$ cat src/rtl/div_ctrl.sv
// div_ctrl: issue/writeback controller between EX and the iterative divider.
// Latches one divide request, holds the divider start level, returns a one-cycle writeback.
module div_ctrl #(
  parameter int DATA_W = 32,
  parameter int ADDR_W = 5
) (
  input  logic              clk_i,
  input  logic              rst_i,
  input  logic              req_valid_i,
  output logic              req_ready_o,
  input  logic [2:0]        req_op_i,
  input  logic [DATA_W-1:0] req_rs1_i,
  input  logic [DATA_W-1:0] req_rs2_i,
  input  logic [ADDR_W-1:0] req_waddr_i,
  input  logic              flush_i,
  output logic              hold_o,
  output logic              div_start_o,
  output logic [DATA_W-1:0] div_dividend_o,
  output logic [DATA_W-1:0] div_divisor_o,
  output logic [2:0]        div_op_o,
  output logic [ADDR_W-1:0] div_waddr_o,
  input  logic [DATA_W-1:0] div_result_i,
  input  logic              div_ready_i,
  input  logic              div_busy_i,
  output logic              wb_valid_o,
  output logic [ADDR_W-1:0] wb_waddr_o,
  output logic [DATA_W-1:0] wb_data_o
);

  localparam logic [2:0] INST_DIV  = 3'b100;
  localparam logic [2:0] INST_DIVU = 3'b101;
  localparam logic [2:0] INST_REM  = 3'b110;
  localparam logic [2:0] INST_REMU = 3'b111;

  localparam logic signed [DATA_W-1:0] SMIN = {1'b1, {(DATA_W-1){1'b0}}};

  typedef enum logic [1:0] {
    S_IDLE,
    S_RUN,
    S_DONE,
    S_COOL
  } state_e;

  function automatic logic is_signed_op(input logic [2:0] op);
    return (op == INST_DIV) || (op == INST_REM);
  endfunction

  function automatic logic is_rem_op(input logic [2:0] op);
    return (op == INST_REM) || (op == INST_REMU);
  endfunction

  function automatic logic is_overflow(input logic [2:0]               op,
                                       input logic signed [DATA_W-1:0] rs1,
                                       input logic signed [DATA_W-1:0] rs2);
    return is_signed_op(op) && (rs1 == SMIN) && (rs2 == '1);
  endfunction

  // Results the divider would produce for the cases it is never asked to compute.
  function automatic logic [DATA_W-1:0] bypass_result(input logic [2:0]        op,
                                                      input logic [DATA_W-1:0] rs1,
                                                      input logic [DATA_W-1:0] rs2);
    logic [DATA_W-1:0] res;
    if (rs2 == '0) begin
      res = is_rem_op(op) ? rs1 : {DATA_W{1'b1}};
    end else if (is_rem_op(op)) begin
      res = '0;
    end else begin
      res = SMIN;
    end
    return res;
  endfunction

  state_e            state_q;
  logic              start_q;
  logic              wb_valid_q;
  logic              bypass_q;
  logic [2:0]        op_q;
  logic [DATA_W-1:0] dividend_q;
  logic [DATA_W-1:0] divisor_q;
  logic [ADDR_W-1:0] waddr_q;
  logic [DATA_W-1:0] wb_data_q;
  logic [ADDR_W-1:0] wb_waddr_q;
  logic [1:0]        busy_lo_q;
  logic [1:0]        busy_lo_d;
  logic              accept;
  logic              req_bypass;

  always_comb begin
    accept     = (state_q == S_IDLE) && req_valid_i && !flush_i;
    req_bypass = (req_rs2_i == '0) ||
                 is_overflow(req_op_i, $signed(req_rs1_i), $signed(req_rs2_i));
    busy_lo_d  = 2'd0;
    if ((state_q == S_RUN) && !div_busy_i) begin
      busy_lo_d = (busy_lo_q == 2'd3) ? 2'd3 : busy_lo_q + 2'd1;
    end
  end

  always_ff @(posedge clk_i) begin
    if (rst_i) begin
      state_q    <= S_IDLE;
      start_q    <= 1'b0;
      wb_valid_q <= 1'b0;
      bypass_q   <= 1'b0;
      op_q       <= '0;
      dividend_q <= '0;
      divisor_q  <= '0;
      waddr_q    <= '0;
      wb_data_q  <= '0;
      wb_waddr_q <= '0;
      busy_lo_q  <= 2'd0;
    end else begin
      wb_valid_q <= 1'b0;
      busy_lo_q  <= busy_lo_d;
      case (state_q)
        S_IDLE: begin
          if (accept) begin
            op_q       <= req_op_i;
            dividend_q <= req_rs1_i;
            divisor_q  <= req_rs2_i;
            waddr_q    <= req_waddr_i;
            bypass_q   <= req_bypass;
            if (req_bypass) begin
              wb_data_q  <= bypass_result(req_op_i, req_rs1_i, req_rs2_i);
              wb_waddr_q <= req_waddr_i;
              wb_valid_q <= 1'b1;
              state_q    <= S_DONE;
            end else begin
              start_q <= 1'b1;
              state_q <= S_RUN;
            end
          end
        end
        S_RUN: begin
          // A flush outranks a result arriving in the same cycle.
          if (flush_i) begin
            start_q <= 1'b0;
            state_q <= S_COOL;
          end else if (div_ready_i) begin
            wb_data_q  <= div_result_i;
            wb_waddr_q <= waddr_q;
            wb_valid_q <= 1'b1;
            start_q    <= 1'b0;
            state_q    <= S_DONE;
          end
        end
        S_DONE: begin
          state_q <= bypass_q ? S_IDLE : S_COOL;
        end
        default: begin
          state_q <= S_IDLE;
        end
      endcase
    end
  end

  assign req_ready_o    = (state_q == S_IDLE);
  assign hold_o         = (accept && !req_bypass) || ((state_q == S_RUN) && !flush_i);
  assign div_start_o    = start_q;
  assign div_dividend_o = dividend_q;
  assign div_divisor_o  = divisor_q;
  assign div_op_o       = op_q;
  assign div_waddr_o    = waddr_q;
  assign wb_valid_o     = wb_valid_q && !flush_i;
  assign wb_waddr_o     = wb_waddr_q;
  assign wb_data_o      = wb_data_q;

  // The divider should report busy shortly after seeing start; a long idle stretch means it missed it.
  a_busy_in_run: assert property (@(posedge clk_i) disable iff (rst_i)
    !((state_q == S_RUN) && !div_busy_i && (busy_lo_q == 2'd2)));

endmodule

$ cat config.mk
export PLATFORM = sky130hd
export DESIGN_NAME = div_ctrl
export DESIGN_NICKNAME = d
export VERILOG_FILES = /design/src/rtl/div_ctrl.sv
export SDC_FILE = /design/constraint.sdc
export NUM_CORES = 1
export LEC_CHECK = 0
export ABC_AREA = 1
export CORE_UTILIZATION = 40
export DETAILED_ROUTE_END_ITERATION = 10
export GPL_TIMING_DRIVEN = 0
export MAX_ROUTING_LAYER = met4
export PLACE_DENSITY_LB_ADDON = 0.3
export SYNTH_ARGS = -nofsm -noshare
export SYNTH_HDL_FRONTEND = slang
export SYNTH_SLANG_ARGS = --single-unit
$ cat constraint.sdc
create_clock -name clk_i -period 2.2 [get_ports clk_i]
set_clock_uncertainty 0.15 [all_clocks]
set_input_delay 0.44 -clock clk_i [delete_from_list [all_inputs] [get_ports clk_i]]
set_output_delay 0.44 -clock clk_i [all_outputs]
set_load 0.05 [all_outputs]
-- Word level (Yosys, flattened, before mapping)
Index checks and enable logic that the tools add are counted.
- logic and storage cells: 72
- flip-flop bits (word level): 114
- bits of input ports: 110
- reductions and logical operators: 20
- mux-type cells: 29
- eq/ne operators: 13
- operators by type and width (cell ; count):
    32-bit two-way mux ; 7
    32-bit == test (second input constant) ; 2
    32-bit case mux with 2 select lines ; 1
    32-bit logical NOT ; 1
    5-bit two-way mux ; 4
    2-bit two-way mux ; 5
    5-bit case mux with 2 select lines ; 1
    3-bit == test (second input constant) ; 3
    1-bit two-way mux ; 8
    1-bit logical AND ; 7
    2-bit inequality test (second input constant) ; 3
    2-bit case mux with 3 select lines ; 1
    5-bit AND reduction ; 1
    1-bit logical OR ; 4
    2-bit by 1-bit inequality test with 1-bit output (second input constant) ; 2
    1-bit case mux with 2 select lines ; 2
    2-bit AND reduction ; 2
    4-bit AND reduction ; 1
    3-bit inequality test (second input constant) ; 1
    2-bit by 1-bit == test with 1-bit output (second input constant) ; 1
    2-bit == test (second input constant) ; 1
    1-bit logical NOT ; 2
    2-bit logical NOT ; 1
    2-bit nonzero test ; 1

-- Depth between registers and ports, before layout
Gate-level depths: netlist (run 1).
- depth after elaboration: 8
- gate-level depth with buffers: 14

-- Worst setup path after synthesis (run 1)
Ideal clock, no wire load.
- path kind: register -> output
- start point: register state_q[1]
- end point: output hold_o
- data required time: 1.610 ns
- buffers on the path: 1
- cell stages (with the launch flop): 7
- path slack: -0.673 ns
- data arrival time: 2.283 ns
- cells stage by stage: dfxtp_1 nor2_1 inv_1 nor2_2 buf_2 nand3_1 o21ai_0
- cells in the longest elaborated chain, start to end: 5
- RTL lines (element ; line ; RTL):
    start, declared ; 73 ; state_e state_q;
    start signal, assigned ; 147 ; state_q <= bypass_q ? S_IDLE : S_COOL;
    2-bit logical NOT ; - ;
    via req_ready_o ; 10 ; output logic req_ready_o,
    1-bit logical AND (2 in a row) ; 89 ; accept = (state_q == S_IDLE) && req_valid_i && !flush_i;
    1-bit logical AND ; 157 ; assign hold_o = (accept && !req_bypass) || ((state_q == S_RUN) && !flush_i);
    1-bit logical OR ; 157 ;
    end, declared ; 16 ; output logic hold_o,
The timed path passes the listed nets, and every way through them passes these cells.

-- Worst setup path in the final report (run 1)
- start point: input req_rs1_i[7]
- end point: output hold_o
- cells in the longest elaborated chain, start to end: 7
- RTL lines (element ; line ; RTL):
    start, declared ; 12 ; input logic [DATA_W-1:0] req_rs1_i,
    32-bit == test ; 55 ; return is_signed_op(op) && (rs1 == SMIN) && (rs2 == '1);
    1-bit logical AND (2 in a row) ; 55 ;
    1-bit logical OR ; 90 ; req_bypass = (req_rs2_i == '0) ||
    1-bit logical NOT ; 157 ;
    1-bit logical AND ; 157 ;
    1-bit logical OR ; 157 ;
Every way passes these cells.

==> impl_metrics.py, run 1 <==
metrics = {
    "route": {
        "drt_wl_total_um": 17700,
        "drc": 0,
        "avgViaCountPerCell": 4.86,
        "vias": 5790,
        "drt_iter0_drc": 379,
        "firstDrtPassIters": 5,
        "ant_nets": 0,
        "wl_per_cell_um": 14.9,
    },
    "timing": {
        "period_share_pct": 99.9,
        "setup_violations": 0,
        "relSlewSlack_pct": 59.9,
        "fin_ws_ps": 1.21,
        "report.final.slew_viol_count": 0,
        "setup_tns_ps": 0,
        "tightest_slew_ps": 601,
        "fin_crit_ps": 2200,
        "hold_viol_final": 0,
        "max_freq_mhz": 455,
        "rsz0062_at_grt": "true",
        "worst_hold_slack_ps": 130,
    },
    "floorplanning": {
        "io_pins": 223,
        "coreArea_sq_um": 12200,
        "dieWidth_um": 114,
        "rows": 40,
        "dieArea_sq_um": 13100,
        "die_y_um": 114,
        "initial_core_util_pct": 41.5,
    },
    "critical_path": {
        "crit_type": "in2out",
        "critPathLaunchType": "primary input",
        "cp_slowest_stage_delay_ps": 230,
        "crit_chain": "clkdlybuf4s15_1 > nor2_1 > nand4_1 > nor2_2 > nand3_2 > nand3_4 > o21ai_2 > buf_6",
        "crit_buf_inv": 2,
        "crit_arrival_ps": 1610,
        "rrSetupSlack_ps": 140,
        "path_max_fanout": 3,
        "crit_path_end_kind": "primary output",
        "path_delay_family": "simple AND/OR/NAND/NOR gates",
        "required_ps": 1610,
        "critPathSlowestCell": "clkdlybuf4s15_1",
    },
    "placed_design": {
        "placed_cells": 1144,
        "gp_congestion": 0.911,
        "dpl_cell_area_sq_um": 7470,
        "port-buffer-count": 220,
        "dpl.hpwl_um": 13300,
        "dpl_worst_slack_ps": -1130,
    },
    "grt": {
        "grt_max_degree": 17,
        "grt_pass1_wl_um": 26700,
        "grt-ovfl-total": 0,
        "grt_use_total_pct": 27.7,
        "antenna_found_initial": 1,
        "grt_pass1_vias": 5287,
    },
    "clock_network": {
        "root_buffer": "clkbuf_16",
        "cts_buffer_depth": 2,
        "insertion_delay_ps": 420,
        "cts_buffers": 17,
        "cts_tree": "built",
        "cts.clk_slew.worst_paths_ps": 50,
        "hold_buffers": 0,
        "cts_sinks": 114,
        "htree_num_levels": 4,
    },
    "synth": {
        "ys_warn_count": 0,
        "ys_seq_area_share_pct": 45.2,
        "syn_area_per_cell_sq_um": 6.67,
        "synth-seq-cells": 114,
        "synth_fp_nets": 866,
        "syn_inst": 756,
        "synth_area_sq_um": 5040,
        "synthDistinctLibCells": 23,
    },
    "worst_hold_path": {
        "hold_class": "in2reg",
    },
    "cells_and_area": {
        "syn2layout_area_growth_pct": 61.7,
        "final_common_cell": "nor2_1",
        "final_area_sq_um": 8160,
        "final_cell_mix": "nor2_1, clkdlybuf4s50_1, nand2_1",
        "drive_gt1_share_pct": 12.0,
        "final_cells": 1192,
        "nNetsFinal": 1120,
        "final_core_util_pct": 67.1,
    },
    "pwr": {
        "leakage_nw": 3.70,
        "power.density_nw_per_um2": 888,
        "ir_worst_vdd_mv": 0.671,
        "total_power_mw": 7.25,
    },
    "run": {
        "maxCapViolations": 0,
    },
    "run_status": {
        "outcome": "finished clean",
    },
}
timing repair:
item / CTS / global route
cloned: 1 / 0
pin swaps: 15 / 50
resized for setup: 82 / 119
endpoints found under the setup margin: 44 / 58
buffers inserted: 6 / 9
worst paths after layout:
kind | startpoint | endpoint | cells after the start
worst max-delay path | req_rs1_i[7] | hold_o | 8
worst min-delay path | req_rs2_i[5] | div_divisor_o[5] | 3
worst max register to register | state_q[0] | div_waddr_o[4] | 7
worst min register to register | div_start_o | div_start_o | 2
worst reg2reg max path: cells and delay by family (launching register included):
kind,cells,cell delay [ps]
flip-flops,1,400
AND/OR/NAND/NOR,2,120
buffers and inverters,4,1080
AO/OA/AOI/OAI,1,160
kinds of logic (layout without fill, tap and decap cells):
kind of cell / count (synthesis) / in the layout / share of synthesized area (%)
flops: 114 / 114 / 45.2
buf+inv: 81 / 348 / 6.72
other cells: 0 / 1 / 0
compound gates: 144 / 144 / 15.9
simple gates: 417 / 417 / 32.1
synth_stat cells:
| library cell | count | area (sq um) |
|---|---|---|
| a21oi_1 | 31 | 155 |
| a22oi_1 | 31 | 233 |
| a31oi_1 | 1 | 6.26 |
| buf_1 | 10 | 37.5 |
| buf_2 | 10 | 50.1 |
| buf_6 | 3 | 33.8 |
| clkbuf_1 | 26 | 97.6 |
| dfxtp_1 | 114 | 2280 |
| inv_1 | 29 | 109 |
| inv_2 | 3 | 11.3 |
| nand2_1 | 116 | 435 |
| nand2_2 | 2 | 12.5 |
| nand2_4 | 1 | 11.3 |
| nand3_1 | 15 | 75.1 |
| nand3b_1 | 2 | 15.0 |
| nand4_1 | 2 | 12.5 |
| nor2_1 | 276 | 1040 |
| nor2_2 | 1 | 6.26 |
| nor2_4 | 1 | 11.3 |
| nor3_1 | 1 | 5.00 |
| o211ai_1 | 1 | 7.51 |
| o21ai_0 | 79 | 395 |
| o21ai_1 | 1 | 5.00 |
report_power, final:
| group | leakage [nW] | switching (mW) | total [mW] | internal (mW) |
|---|---|---|---|---|
| Combinational | 2.45 | 1.29 | 1.97 | 0.677 |
| Sequential | 0.934 | 0.0947 | 2.34 | 2.25 |
| Clock | 0.312 | 0.964 | 2.93 | 1.97 |
| Total | 3.70 | 2.35 | 7.25 | 4.90 |
state kept, by name (all words and copies together), names as in the netlist:
name	count
bypass_q	1
div_dividend_o	32
div_divisor_o	32
div_op_o	3
div_start_o	1
div_waddr_o	5
state_q	2
wb_data_o	32
wb_valid_q	1
wb_waddr_o	5
layout make-up:
type | count | area [sq um]
fillers | 1101 | 4000
inverters | 32 | 120
clock inverters | 11 | 158
flip-flops and latches | 114 | 2280
plain buffers | 48 | 240
clock buffers | 21 | 470
repair buffers | 236 | 2190
multi-input cells | 561 | 2480
diodes | 1 | 2.50
well taps | 168 | 210
per-layer routing:
layer | routed length [um] | vias to the layer above | track usage (%)
met2 | 7710 | 235 | 40.4
met1 | 8220 | 2580 | 36.7
met5 | 0 | - | -
li1 | - | 2932 | -
met3 | 1230 | 43 | 6.25
met4 | 579 | 0 | 12.0
Note: power is estimated with default switching activity, not from simulation.
==> run 2: changes to the inputs <==
--- a/config.mk
+++ b/config.mk
@@ -8,6 +8,7 @@
 export ABC_AREA = 1
 export CORE_UTILIZATION = 40
 export DETAILED_ROUTE_END_ITERATION = 10
+export GPL_ROUTABILITY_DRIVEN = 1
 export GPL_TIMING_DRIVEN = 0
 export MAX_ROUTING_LAYER = met4
 export PLACE_DENSITY_LB_ADDON = 0.3
==> constraint.sdc (replaced) <==
create_clock -name clk_i -period 2.75 [get_ports clk_i]
set_clock_uncertainty 0.15 [all_clocks]
set_input_delay 0.55 -clock clk_i [delete_from_list [all_inputs] [get_ports clk_i]]
set_output_delay 0.55 -clock clk_i [all_outputs]
set_load 0.05 [all_outputs]
==> impl_metrics.py, run 2 (synthesized netlist as in run 1, its figures left out) <==
metrics = {
    "run_status": {
        "outcome": "finished clean",
    },
    "clock_network": {
        "cts_buffers": 17,
        "cts_sinks": 114,
        "insertion_delay_ps": 410,
        "htree_num_levels": 4,
        "cts.clk_slew.worst_paths_ps": 60,
        "hold_buffers": 0,
        "root_buffer": "clkbuf_16",
        "cts_buffer_depth": 2,
        "cts_tree": "built",
    },
    "cells_and_area": {
        "drive_gt1_share_pct": 6.62,
        "syn2layout_area_growth_pct": 63.2,
        "diodes": 0,
        "nNetsFinal": 1109,
        "final_common_cell": "nor2_1",
        "final_cell_mix": "nor2_1, clkdlybuf4s50_1, nand2_1",
        "final_cells": 1180,
        "final_area_sq_um": 8230,
    },
    "placed_design": {
        "port-buffer-count": 220,
        "dpl.hpwl_um": 13300,
        "gp_congestion": 0.908,
        "dpl_cell_area_sq_um": 7460,
        "placed_cells": 1144,
    },
    "pwr": {
        "leakage_nw": 3.53,
        "internal-power_mw": 3.92,
        "switching_share_pct": 32.8,
        "seq_power_share_pct": 32.1,
        "power.density_nw_per_um2": 709,
        "clockPowerShare_pct": 40.8,
        "p_comb_share_pct": 27.1,
        "ir_worst_vdd_mv": 0.395,
        "p_switching_mw": 1.92,
    },
    "route": {
        "wl_per_cell_um": 14.9,
        "drt_wl_total_um": 17600,
        "drt_iter0_drc": 437,
        "avgViaCountPerCell": 4.84,
        "vias": 5711,
        "firstDrtPassIters": 5,
        "drc": 0,
        "ant_nets": 0,
    },
    "critical_path": {
        "path_max_fanout": 10,
        "critPathLaunchType": "primary input",
        "regToRegStartpoint": "state_q[1]",
        "rrSetupSlack_ps": 660,
        "crit_path_end_kind": "primary output",
        "reg2reg_depth": 8,
        "crit_arrival_ps": 2010,
        "crit_type": "in2out",
        "required_ps": 2050,
        "r2r_end": "div_divisor_o[6]",
    },
    "timing": {
        "relSlewSlack_pct": 59.8,
        "tightest_slew_ps": 603,
        "fin_crit_ps": 2710,
        "period_share_pct": 98.7,
        "max_freq_mhz": 369,
        "report.final.slew_viol_count": 0,
        "worst_hold_slack_ps": 300,
        "setup_violations": 0,
        "hold_viol_final": 0,
    },
    "grt": {
        "antenna_found_initial": 0,
        "grt_pass1_wl_um": 26900,
        "grt_max_degree": 17,
        "grt-ovfl-total": 0,
        "grt_use_total_pct": 27.8,
        "grt_pass1_vias": 5291,
    },
    "floorplanning": {
        "die_y_um": 114,
        "coreArea_sq_um": 12200,
        "io_pins": 223,
        "dieWidth_um": 114,
        "dieArea_sq_um": 13100,
        "initial_core_util_pct": 41.5,
        "rows": 40,
    },
    "run": {
        "maxCapViolations": 0,
    },
    "worst_hold_path": {
        "min_to": "div_divisor_o[29]",
        "hold_class": "in2reg",
        "holdPathStages": 3,
        "worstHoldStart": "req_rs2_i[29]",
    },
}
-- run 2: changes by cell type in the layout (fill, tap and decap cells not counted), moves of 3 or more --
cell             change
buf_4               -13
clkdlybuf4s50_1     +53
clkdlybuf4s15_1     -11
inv_1                +5
dlygate4sd2_1        -6
clkinv_2             -3
nor2_1               +3
inv_2                -5
clkinvlp_4           +3
clkbuf_2            -35
-- run 2: routing by layer --
metal	global-route usage, %	vias to the layer above	share of wire [%]
met4	11.3	0	2.2
li1	-	2899	-
met2	40.9	232	44
met5	-	-	0
met3	5.61	30	6.8
met1	37.1	2550	47
-- run 2: repair_timing --
action	4_1_cts	5_1_grt
resized for setup	20	31
pin swaps	2	11
setup buffers	2	2
endpoints found under the setup margin	1	1
-- run 2: how the worst max path moves through the flow --
stage	from	end	slack (ps)	cells past startpoint
global route	flush_i	hold_o	-30	8
finish	flush_i	hold_o	40	8
floorplan	state_q[1]	hold_o	50	6
detailed placement	flush_i	hold_o	-800	8
CTS	req_rs2_i[8]	hold_o	5	9
global placement	flush_i	hold_o	-810	8
-- run 2: worst max-delay path, cell delays in order --
cell             delay [ps]
clkdlybuf4s50_1         500
inv_1                   150
nand2_1                 110
nor2_4                  180
buf_6                   170
nand3_4                 100
o21ai_2                  80
buf_6                   180
-- run 2: stage by stage --
step / TNS, ps / util, % / setup slack [ps] / power [mW]
6_report: 0 / 67.7 / 36.4 / 5.84
5_1_grt: -30.3 / 67.7 / -30.3 / 6.05
4_1_cts: 0 / 66.9 / 4.65 / 5.85
3_5_place_dp: -1030 / 61.3 / -803 / 3.47
3_3_place_gp: -877 / 61.3 / -807 / 3.45
2_1_floorplan: 0 / - / 54.2 / 2.86
-- run 2: cell type report --
type,count,area [sq um]
repair buffers,224,2290
multi-input cells,561,2470
inverters,32,120
plain buffers,49,225
well taps,168,210
clock buffers,19,453
flip-flops and latches,114,2280
clock inverters,13,183
fillers,1047,3930
-- run 2: power by group through the flow --
stage	registers [mW]	clock network [mW]	logic, mW
2_1_floorplan	2.38	0	0.481
3_3_place_gp	1.90	0	1.55
3_5_place_dp	1.90	0	1.56
4_1_cts	1.87	2.40	1.58
5_1_grt	1.89	2.47	1.69
6_report	1.87	2.38	1.58
==> run 3: changes to the inputs <==
--- a/config.mk
+++ b/config.mk
@@ -11,7 +11,8 @@
 export GPL_ROUTABILITY_DRIVEN = 1
 export GPL_TIMING_DRIVEN = 0
 export MAX_ROUTING_LAYER = met4
-export PLACE_DENSITY_LB_ADDON = 0.3
+export PLACE_DENSITY = 0.77
+export SETUP_SLACK_MARGIN = 0.1
 export SYNTH_ARGS = -nofsm -noshare
 export SYNTH_HDL_FRONTEND = slang
 export SYNTH_SLANG_ARGS = --single-unit
==> impl_metrics.py, run 3 (synthesized netlist as in run 1, its figures left out) <==
metrics = {
    "run_status": {
        "outcome": "finished clean",
    },
    "clock_network": {
        "cts_buffer_depth": 2,
        "htree_num_levels": 4,
        "cts_buffers": 17,
        "hold_buffers": 0,
        "root_buffer": "clkbuf_16",
        "cts_sinks": 114,
        "cts.clk_slew.worst_paths_ps": 60,
        "cts_tree": "built",
        "insertion_delay_ps": 400,
    },
    "timing": {
        "report.final.slew_viol_count": 0,
        "period_share_pct": 96.2,
        "setup_violations": 0,
        "tightest_slew_ps": 613,
        "max_freq_mhz": 378,
        "fin_crit_ps": 2640,
        "relSlewSlack_pct": 59.1,
        "hold_viol_final": 0,
        "rsz0062_at_grt": "false",
        "fin_ws_ps": 106,
    },
    "critical_path": {
        "critPathSlowestCell": "clkdlybuf4s50_1",
        "crit_chain": "clkdlybuf4s50_1 > nor2_1 > nand4_1 > nor2_2 > nand3_2 > nand3_4 > o21ai_4 > buf_6",
        "required_ps": 2050,
        "regToRegStartpoint": "state_q[1]",
        "path_max_fanout": 3,
        "crit_arrival_ps": 1940,
        "cp_slowest_stage_delay_ps": 460,
        "crit_type": "in2out",
        "crit_start": "req_rs1_i[9]",
        "critPathLaunchType": "primary input",
        "crit_path_end_kind": "primary output",
    },
    "cells_and_area": {
        "drive_gt1_share_pct": 7.95,
        "final_common_cell": "nor2_1",
        "nNetsFinal": 1116,
        "final_area_sq_um": 8320,
        "syn2layout_area_growth_pct": 65.0,
        "final_cell_mix": "nor2_1, clkdlybuf4s50_1, nand2_1",
    },
    "worst_hold_path": {
        "hold_class": "in2reg",
        "worstHoldStart": "req_rs2_i[5]",
    },
    "grt": {
        "grt_pass1_wl_um": 26800,
        "grt-ovfl-total": 0,
        "grt_use_total_pct": 27.8,
        "antenna_found_initial": 2,
        "grt_pass1_vias": 5127,
        "grt_max_degree": 17,
    },
    "floorplanning": {
        "initial_core_util_pct": 41.5,
        "coreArea_sq_um": 12200,
        "die_y_um": 114,
        "dieArea_sq_um": 13100,
        "dieWidth_um": 114,
        "io_pins": 223,
        "rows": 40,
    },
    "pwr": {
        "ir_worst_vdd_mv": 0.415,
        "total_power_mw": 5.65,
        "leakage_nw": 3.80,
        "power.density_nw_per_um2": 679,
    },
    "route": {
        "avgViaCountPerCell": 4.84,
        "wl_per_cell_um": 15.0,
        "ant_nets": 0,
        "wl_met3_um": 1210,
        "drt_wl_total_um": 17800,
        "highest_layer": "met4",
        "drt_iter0_drc": 387,
        "firstDrtPassIters": 7,
        "vias": 5749,
        "drc": 0,
        "met1Wirelength_um": 8080,
        "dr_wl_met2_um": 7970,
    },
    "placed_design": {
        "dpl_worst_slack_ps": -791,
        "dpl_cell_area_sq_um": 7460,
        "dpl.hpwl_um": 13300,
        "port-buffer-count": 220,
        "gp_congestion": 0.899,
    },
    "run": {
        "maxCapViolations": 0,
    },
}
## run 3: final cells by class
| cell class | instances | area (sq um) |
|---|---|---|
| Antenna cell | 2 | 5.00 |
| Buffer | 49 | 225 |
| Clock buffer | 20 | 457 |
| Clock inverter | 12 | 134 |
| Fill cell | 1067 | 3840 |
| Inverter | 32 | 120 |
| Multi-Input combinational cell | 561 | 2480 |
| Sequential cell | 114 | 2280 |
| Tap cell | 168 | 210 |
| Timing Repair Buffer | 231 | 2410 |
## run 3: power by group
part,switching [mW],internal (mW),total [mW]
clock,0.812,1.38,2.19
combinational,1.03,0.558,1.58
sequential,0.0760,1.80,1.87
total,1.91,3.74,5.65
## run 3: path summary, 6_finish.rpt
kind	endpoint	slack, ps	cells after the start
setup / recovery	hold_o	110	8
hold / removal	div_divisor_o[5]	290	3
setup reg to reg	div_waddr_o[0]	620	7
hold reg to reg	div_waddr_o[3]	320	2
## run 3: critical path: cells and delay by family
| kind | cells | cell delay [ps] |
|---|---|---|
| AO/OA/AOI/OAI | 1 | 70 |
| buffers and inverters | 2 | 620 |
| AND/OR/NAND/NOR | 5 | 700 |
## run 3: repair_timing
| action | CTS | global route |
|---|---|---|
| hold endpoints to repair | 0 | 0 |
| gates resized for setup | 20 | 69 |
| setup buffers | 3 | 8 |
| pin swaps | 3 | 20 |
| setup endpoints to repair | 2 | 1 |
## run 3: through the flow
step | cells | hold WS (ps) | util, % | TNS, ps
floorplan | 756 | 305 | - | 0
global placement | 1144 | 304 | 61.4 | -1210
detailed placement | 1144 | 307 | 61.4 | -813
CTS | 1179 | 321 | 66.5 | 0
global route | 1189 | 283 | 68.4 | 0
finish | 1189 | 288 | 68.4 | 0
## run 3: per-layer routing
metal  track usage [%]  vias to the layer above
li1                  -                     2920
met1              36.8                     2559
met2              40.8                      240
met3              5.03                       30
met4              13.3                        0
met5                 -                        -
